`config.mk`:
```
export PLATFORM = sky130hd
export DESIGN_NAME = bmp_pixel_writer
export DESIGN_NICKNAME = d
export VERILOG_FILES = /design/src/rtl/bmp_pixel_writer.sv
export SDC_FILE = /design/constraint.sdc
export NUM_CORES = 1
export LEC_CHECK = 0
export BUFFER_PORTS_ARGS = -buffer_cell sky130_fd_sc_hd__buf_2
export CAP_MARGIN = 20
export CORE_UTILIZATION = 55
export CTS_BUF_LIST = sky130_fd_sc_hd__clkbuf_2
export CTS_CLUSTER_SIZE = 20
export DETAILED_ROUTE_END_ITERATION = 8
export PLACE_DENSITY = 0.8
export SKIP_LAST_GASP = 1
export SLEW_MARGIN = 25
export SYNTH_ARGS = -nofsm -noshare
export SYNTH_HDL_FRONTEND = slang
export SYNTH_SLANG_ARGS = --single-unit
```
`constraint.sdc`:
```
create_clock -name clk -period 4.7 [get_ports clk]
set_clock_uncertainty 0.05 [all_clocks]
set_input_delay 0.235 -clock clk [delete_from_list [all_inputs] [get_ports clk]]
set_output_delay 0.235 -clock clk [all_outputs]
set_load 0.005 [all_outputs]
```
`src/rtl/bmp_pixel_writer.sv`:
```
// Purpose: writes the BMP pixel array (bottom-up rows, 24-bit BGR, 4-byte row padding)
//          for a cropped box of an RGB565 frame, starting at the byte after the BMP header.
// Latency: 5 cycles per pixel plus one cycle per pad byte; done rises the cycle after the last write.
// Backpressure: none; source reads return in a fixed 1 cycle and output writes always land.
// Ports:
//   clk, rst                 clock and asynchronous active-high reset
//   start / done / err       run control; err reports an invalid box while done is high
//   xMin, xMax, yMin, yMax   inclusive crop box, latched on an accepted start
//   src_addr/src_rden        source frame read request; src_rddata returns one cycle later
//   addr/wren/wrdata         byte-per-word output memory write port ({8'h00, byte})
module bmp_pixel_writer #(
  parameter int WIDTH     = 100,
  parameter int HEIGHT    = 100,
  parameter int HDR_BYTES = 54
) (
  input  logic        clk,
  input  logic        rst,
  input  logic        start,
  output logic        done,
  output logic        err,
  input  logic [10:0] xMin,
  input  logic [10:0] xMax,
  input  logic [10:0] yMin,
  input  logic [10:0] yMax,
  output logic [23:0] src_addr,
  output logic        src_rden,
  input  logic [15:0] src_rddata,
  output logic [23:0] addr,
  output logic        wren,
  output logic [15:0] wrdata
);

  typedef enum logic [2:0] {IDLE, READ, CAPT, WR_B, WR_G, WR_R, PAD, DONE} state_t;

  state_t      state;
  logic [10:0] x, y;
  logic [10:0] x_min, x_max, y_min;
  logic [15:0] pix;
  logic [23:0] out_addr;
  logic [1:0]  pad_cnt;
  logic [1:0]  pad;
  logic        box_bad;

  // 3 bytes per pixel: row length 3w is padded to a multiple of 4 by w mod 4 bytes
  assign pad = 2'(x_max[1:0] - x_min[1:0] + 2'd1);

  assign box_bad = (xMin > xMax) || (yMin > yMax) ||
                   (24'(xMax) >= 24'(WIDTH)) || (24'(yMax) >= 24'(HEIGHT));

  function automatic logic [23:0] pix_addr(input logic [10:0] yy, input logic [10:0] xx);
    return 24'(yy) * 24'(WIDTH) + 24'(xx);
  endfunction

  // Channel widening by replicating the top bits into the new low bits
  function automatic logic [7:0] exp_b(input logic [15:0] d);
    return {d[4:0], d[4:2]};
  endfunction
  function automatic logic [7:0] exp_g(input logic [15:0] d);
    return {d[10:5], d[10:9]};
  endfunction
  function automatic logic [7:0] exp_r(input logic [15:0] d);
    return {d[15:11], d[15:13]};
  endfunction

  // Outputs are registered: each transition loads the values the next state presents.
  always_ff @(posedge clk or posedge rst) begin
    if (rst) begin
      state    <= IDLE;
      done     <= 1'b0;
      err      <= 1'b0;
      wren     <= 1'b0;
      src_rden <= 1'b0;
      addr     <= '0;
      wrdata   <= '0;
      src_addr <= '0;
      x        <= '0;
      y        <= '0;
      x_min    <= '0;
      x_max    <= '0;
      y_min    <= '0;
      pix      <= '0;
      out_addr <= '0;
      pad_cnt  <= '0;
    end else begin
      wren     <= 1'b0;
      src_rden <= 1'b0;
      case (state)
        IDLE, DONE: begin
          if (start) begin
            x_min <= xMin;
            x_max <= xMax;
            y_min <= yMin;
            if (box_bad) begin
              state <= DONE;
              done  <= 1'b1;
              err   <= 1'b1;
            end else begin
              done     <= 1'b0;
              err      <= 1'b0;
              x        <= xMin;
              y        <= yMax;
              out_addr <= 24'(HDR_BYTES);
              src_rden <= 1'b1;
              src_addr <= pix_addr(yMax, xMin);
              state    <= READ;
            end
          end
        end
        READ: state <= CAPT;
        CAPT: begin
          pix      <= src_rddata;
          wren     <= 1'b1;
          addr     <= out_addr;
          wrdata   <= {8'h00, exp_b(src_rddata)};
          out_addr <= out_addr + 24'd1;
          state    <= WR_B;
        end
        WR_B: begin
          wren     <= 1'b1;
          addr     <= out_addr;
          wrdata   <= {8'h00, exp_g(pix)};
          out_addr <= out_addr + 24'd1;
          state    <= WR_G;
        end
        WR_G: begin
          wren     <= 1'b1;
          addr     <= out_addr;
          wrdata   <= {8'h00, exp_r(pix)};
          out_addr <= out_addr + 24'd1;
          state    <= WR_R;
        end
        WR_R: begin
          if (x < x_max) begin
            x        <= x + 11'd1;
            src_rden <= 1'b1;
            src_addr <= pix_addr(y, x + 11'd1);
            state    <= READ;
          end else if (pad != 2'd0) begin
            wren     <= 1'b1;
            addr     <= out_addr;
            wrdata   <= 16'h0000;
            out_addr <= out_addr + 24'd1;
            pad_cnt  <= pad - 2'd1;   // bytes still owed after this one
            state    <= PAD;
          end else if (y > y_min) begin
            y        <= y - 11'd1;
            x        <= x_min;
            src_rden <= 1'b1;
            src_addr <= pix_addr(y - 11'd1, x_min);
            state    <= READ;
          end else begin
            done  <= 1'b1;
            state <= DONE;
          end
        end
        PAD: begin
          if (pad_cnt != 2'd0) begin
            wren     <= 1'b1;
            addr     <= out_addr;
            wrdata   <= 16'h0000;
            out_addr <= out_addr + 24'd1;
            pad_cnt  <= pad_cnt - 2'd1;
          end else if (y > y_min) begin
            y        <= y - 11'd1;
            x        <= x_min;
            src_rden <= 1'b1;
            src_addr <= pix_addr(y - 11'd1, x_min);
            state    <= READ;
          end else begin
            done  <= 1'b1;
            state <= DONE;
          end
        end
        default: state <= IDLE;
      endcase
    end
  end

endmodule
```
==> results of run 1 <==
==> worst paths after layout <==
kind                                   start           end  slack [ns]  depth (start not counted)
worst max-delay path                    y[1]  src_addr[16]       -0.12                         24
worst min-delay path                 yMin[9]      y_min[9]        0.13                          4
worst max register to register          y[1]  src_addr[16]       -0.12                         24
worst min register to register  out_addr[23]  out_addr[23]        0.45                          1
max in group asynchronous                rst          done        3.84                          4
min in group asynchronous                rst      addr[17]        0.14                          4
==> layout make-up <==
cell class              count  area [µm²]  area share, %
diodes                      2       5.005        0.03029
well taps                 324       405.4          2.454
clock buffers              17       85.08         0.5150
multi-input cells        1216        9363          56.67
repair buffers            274        1962          11.88
flip-flops and latches    155        3880          23.49
inverters                 169       643.1          3.893
clock inverters            15       177.7          1.075
==> flip-flops by register name (all words and copies together), names as in the netlist, 2 cells and up <==
signal,flops
wrdata,8
x_min,11
out_addr,24
pix,11
y,11
addr,24
src_addr,24
state,3
x_max,11
pad_cnt,2
y_min,11
x,11
==> repair_timing <==
item | 4_1_cts | 5_1_grt
endpoints found under the hold margin | 235 | 0
endpoints found under the setup margin | 6 | 8
resized for setup | 15 | 87
hold buffers | 73 | 0
buffers inserted | 2 | 15
pin swaps | 2 | 50
==> cell families (layout without fill, tap and decap cells) <==
logic type                 count (synthesis)  after routing  share of synthesized area [%]
and+or+nand+nor                          487            487                          16.69
AOI/OAI and AO/OA                        392            392                          18.97
DFF                                      155            155                          28.62
adders and majority gates                228            228                          22.16
muxes                                     19             19                          1.514
xor gates and xnor gates                  82             82                          5.300
other                                      1             10                        0.02767
buffers and inverters                    229            475                          6.713
==> worst reg2reg max path, cell delays in order, from the launching register on <==
cell and delay [ns]:
dfrtp_1 0.49, inv_4 0.09, ha_4 0.18, nand2_4 0.06
nand2_4 0.06, a21boi_4 0.25, buf_6 0.15, nand2_4 0.07
xnor2_4 0.16, xnor2_1 0.15, ha_1 0.29, inv_1 0.05
fa_1 0.50, inv_2 0.06, ha_4 0.29, or3b_1 0.35
o211ai_1 0.11, a311oi_2 0.08, nor2_1 0.12, nand4b_1 0.21
buf_4 0.22, nor3b_4 0.24, xnor2_2 0.14, o22ai_2 0.08
a221o_1 0.33
==> synthesized netlist by cell type (14+ instances only) <==
cell / n / area share [%]
inv_1: 167 / 4.6
and3_1: 20 / 0.92
nand2_1: 226 / 6.3
dfrtp_1: 155 / 29
a31oi_1: 15 / 0.69
nor3_1: 23 / 0.85
clkbuf_1: 38 / 1.1
nor2_1: 83 / 2.3
a21oi_1: 69 / 2.5
a21o_1: 20 / 1.1
o21ai_0: 86 / 3.2
ha_1: 208 / 19
xor2_1: 28 / 1.8
nor2b_1: 14 / 0.65
nand3_1: 38 / 1.4
xnor2_1: 54 / 3.5
o21ai_1: 52 / 1.9
fa_1: 20 / 3.0
==> routing by layer <==
metal | global-route usage (%) | vias to the layer above
met5 | 0 | -
met4 | 10.36 | 0
met3 | 6.564 | 116
met2 | 48.56 | 572
met1 | 38.85 | 6195
li1 | - | 6053
==> stage by stage <==
step	instance area, µm²	setup TNS, ns	setup slack [ns]	utilization (%)
after floorplan	13610	0	0.01110	-
after global placement	14840	-0.02401	-0.02401	61.21
after detailed placement	14840	-0.3922	-0.1480	61.21
after CTS	15930	-0.01216	-0.008299	65.69
after global routing	16520	-0.9838	-0.2891	68.13
final	16520	-0.1240	-0.1240	68.13
==> results.yml, run 1 <==
run_status:
  run_status: "finished with violations"
  violations: "negative setup slack"
yosys:
  yosysWarnings: 0
  synth_area_um2: 13550
  avgSynthCellArea_um2: 8.506
  synth-async-reset-ratio_pct: 100.0
  synth_edf_count: 0
  synth_cells: 1593
  synth_seq_cells: 155
  synth.distinct_cells: 82
  ys_seq_area_share_pct: 28.62
  ys.flop_type: "dfrtp_1"
timing:
  rsz0062_at_grt: "true"
  hold_viol_final: 0
  slew_headroom_pct: 37.59
  fmax_ghz: 0.2073
  fin_crit_sh_pct: 102.6
  tightest_slew_ns: 0.9352
  slew_violations: 0
  setup_violations: 1
  min_period_ns: 4.824
  setup_slack_ns: -0.1240
  hold_slack_ns: 0.1290
final_layout:
  area_growth_pct: 21.92
  drive_gt1_share_pct: 18.74
  num-fill-cells: 1856
  fin_cells: 2172
  layout_common_cells: "nand2_1 (221), ha_1 (189), inv_1 (155), dfrtp_1 (154), buf_2 (122)"
  final_common_cell: "nand2_1"
  nNetsFinal: 2124
grt:
  grt_max_degree: 156
  grt.total_usage_pct: 29.71
  antenna_found_initial: 2
  grt_overflow: 0
  grt_pass1_wl_mm: 60.35
  grt_pass1_vias: 12160
critical_path:
  cp_data_required_time_ns: 5.38
  crit_buf_inv: 5
  crit_slowest_cell: "fa_1"
  crit_arrival_ns: 5.51
  cp_max_fo: 6
  critPathKind: "reg2reg"
  start_kind: "flop"
  slowest_delay_ns: 0.50
  end_kind: "flop"
  critical_path.top_delay_family: "adder cells"
  path_cells: "inv_4 > ha_4 > nand2_4 > nand2_4 > a21boi_4 > buf_6 > nand2_4 > xnor2_4 > xnor2_1 > ha_1 > inv_1 > fa_1 > inv_2 > ha_4 > or3b_1 > o211ai_1 > a311oi_2 > nor2_1 > nand4b_1 > buf_4 > nor3b_4 > xnor2_2 > o22ai_2 > a221o_1"
  critical_path.most_common_cell: "nand2_4"
min_path:
  hold_class: "in2reg"
floorplanning:
  die_height_um: 159.0
  start_util_pct: 55.88
  design.die.area_um2: 25270
  core_area_um2: 24250
  pin_count: 131
  rows: 57
  die_x_um: 159.0
routing:
  viasPerCell: 5.956
  first_pass_iters: 7
  postRouteAntennaNets: 0
  wl_met1_mm: 16.44
  wl_met2_mm: 18.61
  drc_errors: 0
  drt-total-wl_mm: 39.85
  route.met3.wl_mm: 3.382
  vias: 12940
  initialDrtViolationCount: 1245
  top_layer_used: "met4"
  wl_per_cell_um: 18.35
placement:
  place_congestion: 0.9568
  dp_cells: 2049
  dp_hpwl_mm: 27.88
  port_buffers: 122
clocking:
  cts_root_buffer: "clkbuf_2"
  clock_sinks: 155
  cts_inserted_buffers: 17
  cts.clk_slew.worst_paths_ns: 0.29
  tritoncts: "built"
  htreeDepth: 4
  clockBufferDepth: 2
  clkLatencyLatePin_ns: 0.80
flow_run:
  maxCapViolCount: 0
Power of run 1 is not shown: default switching activity piles up to over one toggle a cycle in this logic, so the estimate is an artifact.
==> inputs of run 2 (changes only) <==
Settings changed: CORE_ASPECT_RATIO set to 1.2.
==> run 2 against run 1 <==
The run still ends with negative setup slack left; sequential share of layout area grew 0.28 points; critical path depth shrank 1; die area is essentially flat; flip-flop and latch count is the same; count of clock-buffer cells in the layout grew 1; utilization shrank 0.25 points; final cell count shrank 0.51%; cell area shrank 1.2%; global-route usage grew 0.28 points; setup slack gained 0.057 ns; register-to-register slack gained 0.06 ns; wire length shrank 1.5%; largest cell class unchanged.
==> results.yml, run 2 (synthesis results as in run 1) <==
run_status:
  run_status: "finished with violations"
  violations: "negative setup slack"
timing:
  setup_slack_ns: -0.06655
  setup_violations: 3
  rsz0062_at_grt: "true"
  tightest_slew_ns: 1.114
  slew_headroom_pct: 25.66
  fmax_ghz: 0.2098
  slew_violations: 0
  fin_crit_sh_pct: 101.4
  min_period_ns: 4.767
  fin_setup_tns_ns: -0.1334
  hold_viol_final: 0
final_layout:
  drive_gt1_share_pct: 18.44
  layout_common_cells: "nand2_1 (221), ha_1 (193), inv_1 (157), dfrtp_1 (154), buf_2 (122)"
  final_cell_area_um2: 16320
  reg.largest.list: "addr: 24 flops, out_addr: 24 flops, src_addr: 24 flops"
  final_common_cell: "nand2_1"
  nNetsFinal: 2116
  area_growth_pct: 20.46
critical_path:
  cp_max_fo: 4
  cp_data_required_time_ns: 5.32
  critical_path.most_common_cell: "ha_1"
  crit_arrival_ns: 5.38
  critPathKind: "reg2reg"
  crit_slowest_cell: "dfrtp_1"
  path_cells: "inv_2 > ha_4 > nand2_4 > nand2_4 > xnor2_4 > ha_1 > ha_1 > ha_1 > xnor2_2 > ha_4 > nand2b_1 > nand2b_1 > a211oi_1 > nor2_1 > ha_1 > a21o_1 > a31oi_2 > buf_4 > buf_4 > nor4b_4 > xor2_1 > a22oi_1 > o221ai_2"
  slowest_delay_ns: 0.45
  rrSetupSlack_ns: -0.07
  start_kind: "flop"
  end_kind: "flop"
clocking:
  cts_root_buffer: "clkbuf_2"
  htreeDepth: 4
  clock_sinks: 155
  cts_inserted_buffers: 17
  cts.clk_slew.worst_paths_ns: 0.31
  clockBufferDepth: 2
  tritoncts: "built"
  clkLatencyLatePin_ns: 0.80
routing:
  vias: 12960
  postRouteAntennaNets: 0
  viasPerCell: 5.995
  drt-total-wl_mm: 39.26
  drc_errors: 0
  first_pass_iters: 6
  wl_per_cell_um: 18.17
  initialDrtViolationCount: 834
grt:
  grt_max_degree: 156
  grtUsageMet1_pct: 34.39
  grt_pass1_vias: 12410
  grt_pass1_wl_mm: 60.68
  use_met2_pct: 51.16
  met3_usage_pct: 4.409
  grt_overflow: 0
  grt.busiest_layer: "met2"
  grt.total_usage_pct: 29.99
  antenna_found_initial: 3
floorplanning:
  core_area_um2: 24050
  die_x_um: 145.3
  pin_count: 131
  die_height_um: 173.9
  start_util_pct: 56.35
  rows: 62
  design.die.area_um2: 25270
min_path:
  hold_class: "in2async"
flow_run:
  maxCapViolCount: 0
placement:
  port_buffers: 122
  placed_area_um2: 14760
  dp_hpwl_mm: 27.95
  place_congestion: 0.9087
==> run 2: changes by cell type in the layout (fill, tap and decap cells not counted), moves of 4 or more <==
| cell | previous run | this run |
|---|---|---|
| ha_4 | 18 | 12 |
| xnor2_2 | 10 | 6 |
| ha_1 | 189 | 193 |
| xnor2_1 | 41 | 45 |
| dlygate4sd3_1 | 73 | 65 |
==> run 2: final timing paths <==
kind | cells past startpoint | start | endpoint
setup / recovery | 23 | y[1] | src_addr[17]
hold / removal | 4 | rst | src_addr[10]
setup reg to reg | 23 | y[1] | src_addr[17]
hold reg to reg | 2 | addr[14] | addr[14]
max in group asynchronous | 4 | rst | y[0]
min in group clk | 4 | yMin[8] | y_min[8]
==> run 2: layout make-up <==
cell class	count	area [µm²]
fillers	1894	7725
diodes	3	7.507
flip-flops and latches	155	3880
multi-input cells	1216	9271
inverters	169	640.6
repair buffers	266	1882
well taps	320	400.4
clock buffers	18	90.09
clock inverters	14	151.4
==> run 2: metal layers <==
metal  vias up  wire [µm]  part of all wire, %
met2       550      19170                   49
met1      6177      14990                   38
li1       6044          -                    -
met3       184       2180                  5.6
met5         -          0                    0
met4         0       2921                  7.4
==> run 2: critical path, delay by kind of cell (launching register included) <==
kind | cells | cell delay [ns]
XOR/XNOR | 3 | 0.61
AO/OA/AOI/OAI | 5 | 0.94
AND/OR/NAND/NOR | 6 | 0.45
adder cells (fa/ha/maj) | 6 | 1.72
buffers and inverters | 3 | 0.45
flip-flops | 1 | 0.45
==> run 2: repair_timing <==
item / 4_1_cts / 5_1_grt
hold buffers: 65 / 0
gates cloned: 0 / 0
endpoints found under the setup margin: 6 / 8
buffers inserted: 5 / 21
endpoints found under the hold margin: 236 / 0
gates resized for setup: 15 / 76
pin swaps: 5 / 45
==> run 2: through the flow <==
step	utilization, %	hold slack [ns]	setup WS (ns)	std cells
after floorplan	-	0.2904	0.01110	1600
after global placement	61.38	0.4037	0.01759	2035
after detailed placement	61.38	0.4075	-0.1263	2035
after CTS	65.52	0.07235	0.01541	2137
after global routing	67.88	0.1125	-0.1912	2161
final	67.88	0.1290	-0.06655	2161
Power of run 2 is left out for the same reason.
==> inputs of run 3 (changes only) <==
Settings changed: SKIP_CTS_REPAIR_TIMING set to 1.
==> run 3 against run 2 <==
The flow still finishes with violations (negative setup slack); non-clock buffer count fell by 9; final cell count decreased by 0.51%; critical path depth fell by 1; die area is the same; global-route usage decreased by 1.5 points; setup slack worse by 0.026 ns.
==> results.yml, run 3 (synthesis results as in run 1) <==
placement:
  placed_area_um2: 14760
  dp_hpwl_mm: 27.95
  place_congestion: 0.9087
  port_buffers: 122
final_layout:
  nNetsFinal: 2107
  reg.largest.list: "addr: 24 flops, out_addr: 24 flops, src_addr: 24 flops"
  final_common_cell: "nand2_1"
  final_cell_area_um2: 16220
  multiInputGateArea_um2: 9250
  area_growth_pct: 19.67
  regArea_um2: 3880
  layout_common_cells: "nand2_1 (221), ha_1 (194), inv_1 (156), dfrtp_1 (154), buf_2 (122)"
  drive_gt1_share_pct: 17.93
  num-fill-cells: 1906
routing:
  viasPerCell: 5.957
  wl_per_cell_um: 17.92
  postRouteAntennaNets: 0
  vias: 12810
  drt-total-wl_mm: 38.53
  wl_met2_mm: 18.92
  route.met3.wl_mm: 1.981
  wl_met1_mm: 15.06
  initialDrtViolationCount: 697
  drc_errors: 0
  top_layer_used: "met4"
  first_pass_iters: 6
timing:
  hold_slack_ns: 0.1185
  setup_slack_ns: -0.09238
  rsz0062_at_grt: "true"
  fin_setup_tns_ns: -0.09238
  slew_violations: 0
  slew_headroom_pct: 27.60
  fin_crit_sh_pct: 102.0
  tightest_slew_ns: 1.085
  hold_viol_final: 0
  setup_violations: 1
  min_period_ns: 4.792
  fmax_ghz: 0.2087
clocking:
  tritoncts: "built"
  htreeDepth: 4
  clock_sinks: 155
  cts.clk_slew.worst_paths_ns: 0.31
  clkLatencyLatePin_ns: 0.80
  cts_inserted_buffers: 17
  cts_root_buffer: "clkbuf_2"
  clockBufferDepth: 2
floorplanning:
  rows: 62
  die_height_um: 173.9
  pin_count: 131
  die_x_um: 145.3
  core_area_um2: 24050
  start_util_pct: 56.35
  design.die.area_um2: 25270
critical_path:
  critPathKind: "reg2reg"
  cp_data_required_time_ns: 5.32
  path_cells: "inv_2 > ha_4 > nand2_4 > a21boi_4 > xnor2_1 > ha_1 > ha_1 > inv_1 > fa_1 > inv_2 > ha_4 > o21ai_4 > a21oi_2 > buf_4 > o2111a_2 > or3_4 > nand4b_1 > buf_4 > nor4b_4 > xor2_1 > a22oi_1 > o221ai_2"
  crit_arrival_ns: 5.41
  start_kind: "flop"
  end_kind: "flop"
  crit_slowest_cell: "fa_1"
  critical_path.top_delay_family: "adder cells"
  crit_buf_inv: 5
  cp_max_fo: 4
  slowest_delay_ns: 0.49
run_status:
  violations: "negative setup slack"
  run_status: "finished with violations"
grt:
  grt_overflow: 0
  antenna_found_initial: 1
  grt_max_degree: 156
  grt_pass1_vias: 11830
  grt_pass1_wl_mm: 57.77
  grt.total_usage_pct: 28.46
min_path:
  hold_class: "in2reg"
flow_run:
  maxCapViolCount: 0
## run 3: metal layers
layer | global-route usage, % | up-vias
met5 | 0 | -
met1 | 33.51 | 6121
li1 | - | 6036
met3 | 3.570 | 159
met2 | 49.38 | 492
met4 | 17.59 | 0
## run 3: tightest hold or removal path: cells and delay by family
kind,cells,cell delay (ns)
buffers and inverters,2,0.63
AO/OA/AOI/OAI,1,0.06
AND/OR/NAND/NOR,1,0.04
## run 3: metrics by stage
step | setup slack (ns) | utilization, % | std cells
final | -0.09238 | 67.43 | 2150
after global routing | -0.1947 | 67.43 | 2150
after floorplan | 0.01110 | - | 1600
after global placement | 0.01759 | 61.38 | 2035
after detailed placement | -0.1263 | 61.38 | 2035
after CTS | -0.1406 | 62.39 | 2067
## run 3: path summary, 6_finish.rpt
path,from,to,slack [ns],depth (start not counted)
max in group asynchronous,rst,y[0],3.77,4
worst max-delay path,y[1],src_addr[17],-0.09,22
worst max register to register,y[1],src_addr[17],-0.09,22
min in group asynchronous,rst,src_addr[10],0.14,4
worst min-delay path,yMin[5],y_min[5],0.12,4
worst min register to register,addr[14],addr[14],0.45,2
## run 3: area by class of cell
class | instances | share of cell area, %
clock buffers | 18 | 0.5556
flip-flops and latches | 155 | 23.93
diodes | 1 | 0.01543
inverters | 169 | 3.951
well taps | 320 | 2.469
repair buffers | 257 | 11.10
multi-input cells | 1216 | 57.04
clock inverters | 14 | 0.9336
Power of run 3 is left out for the same reason.
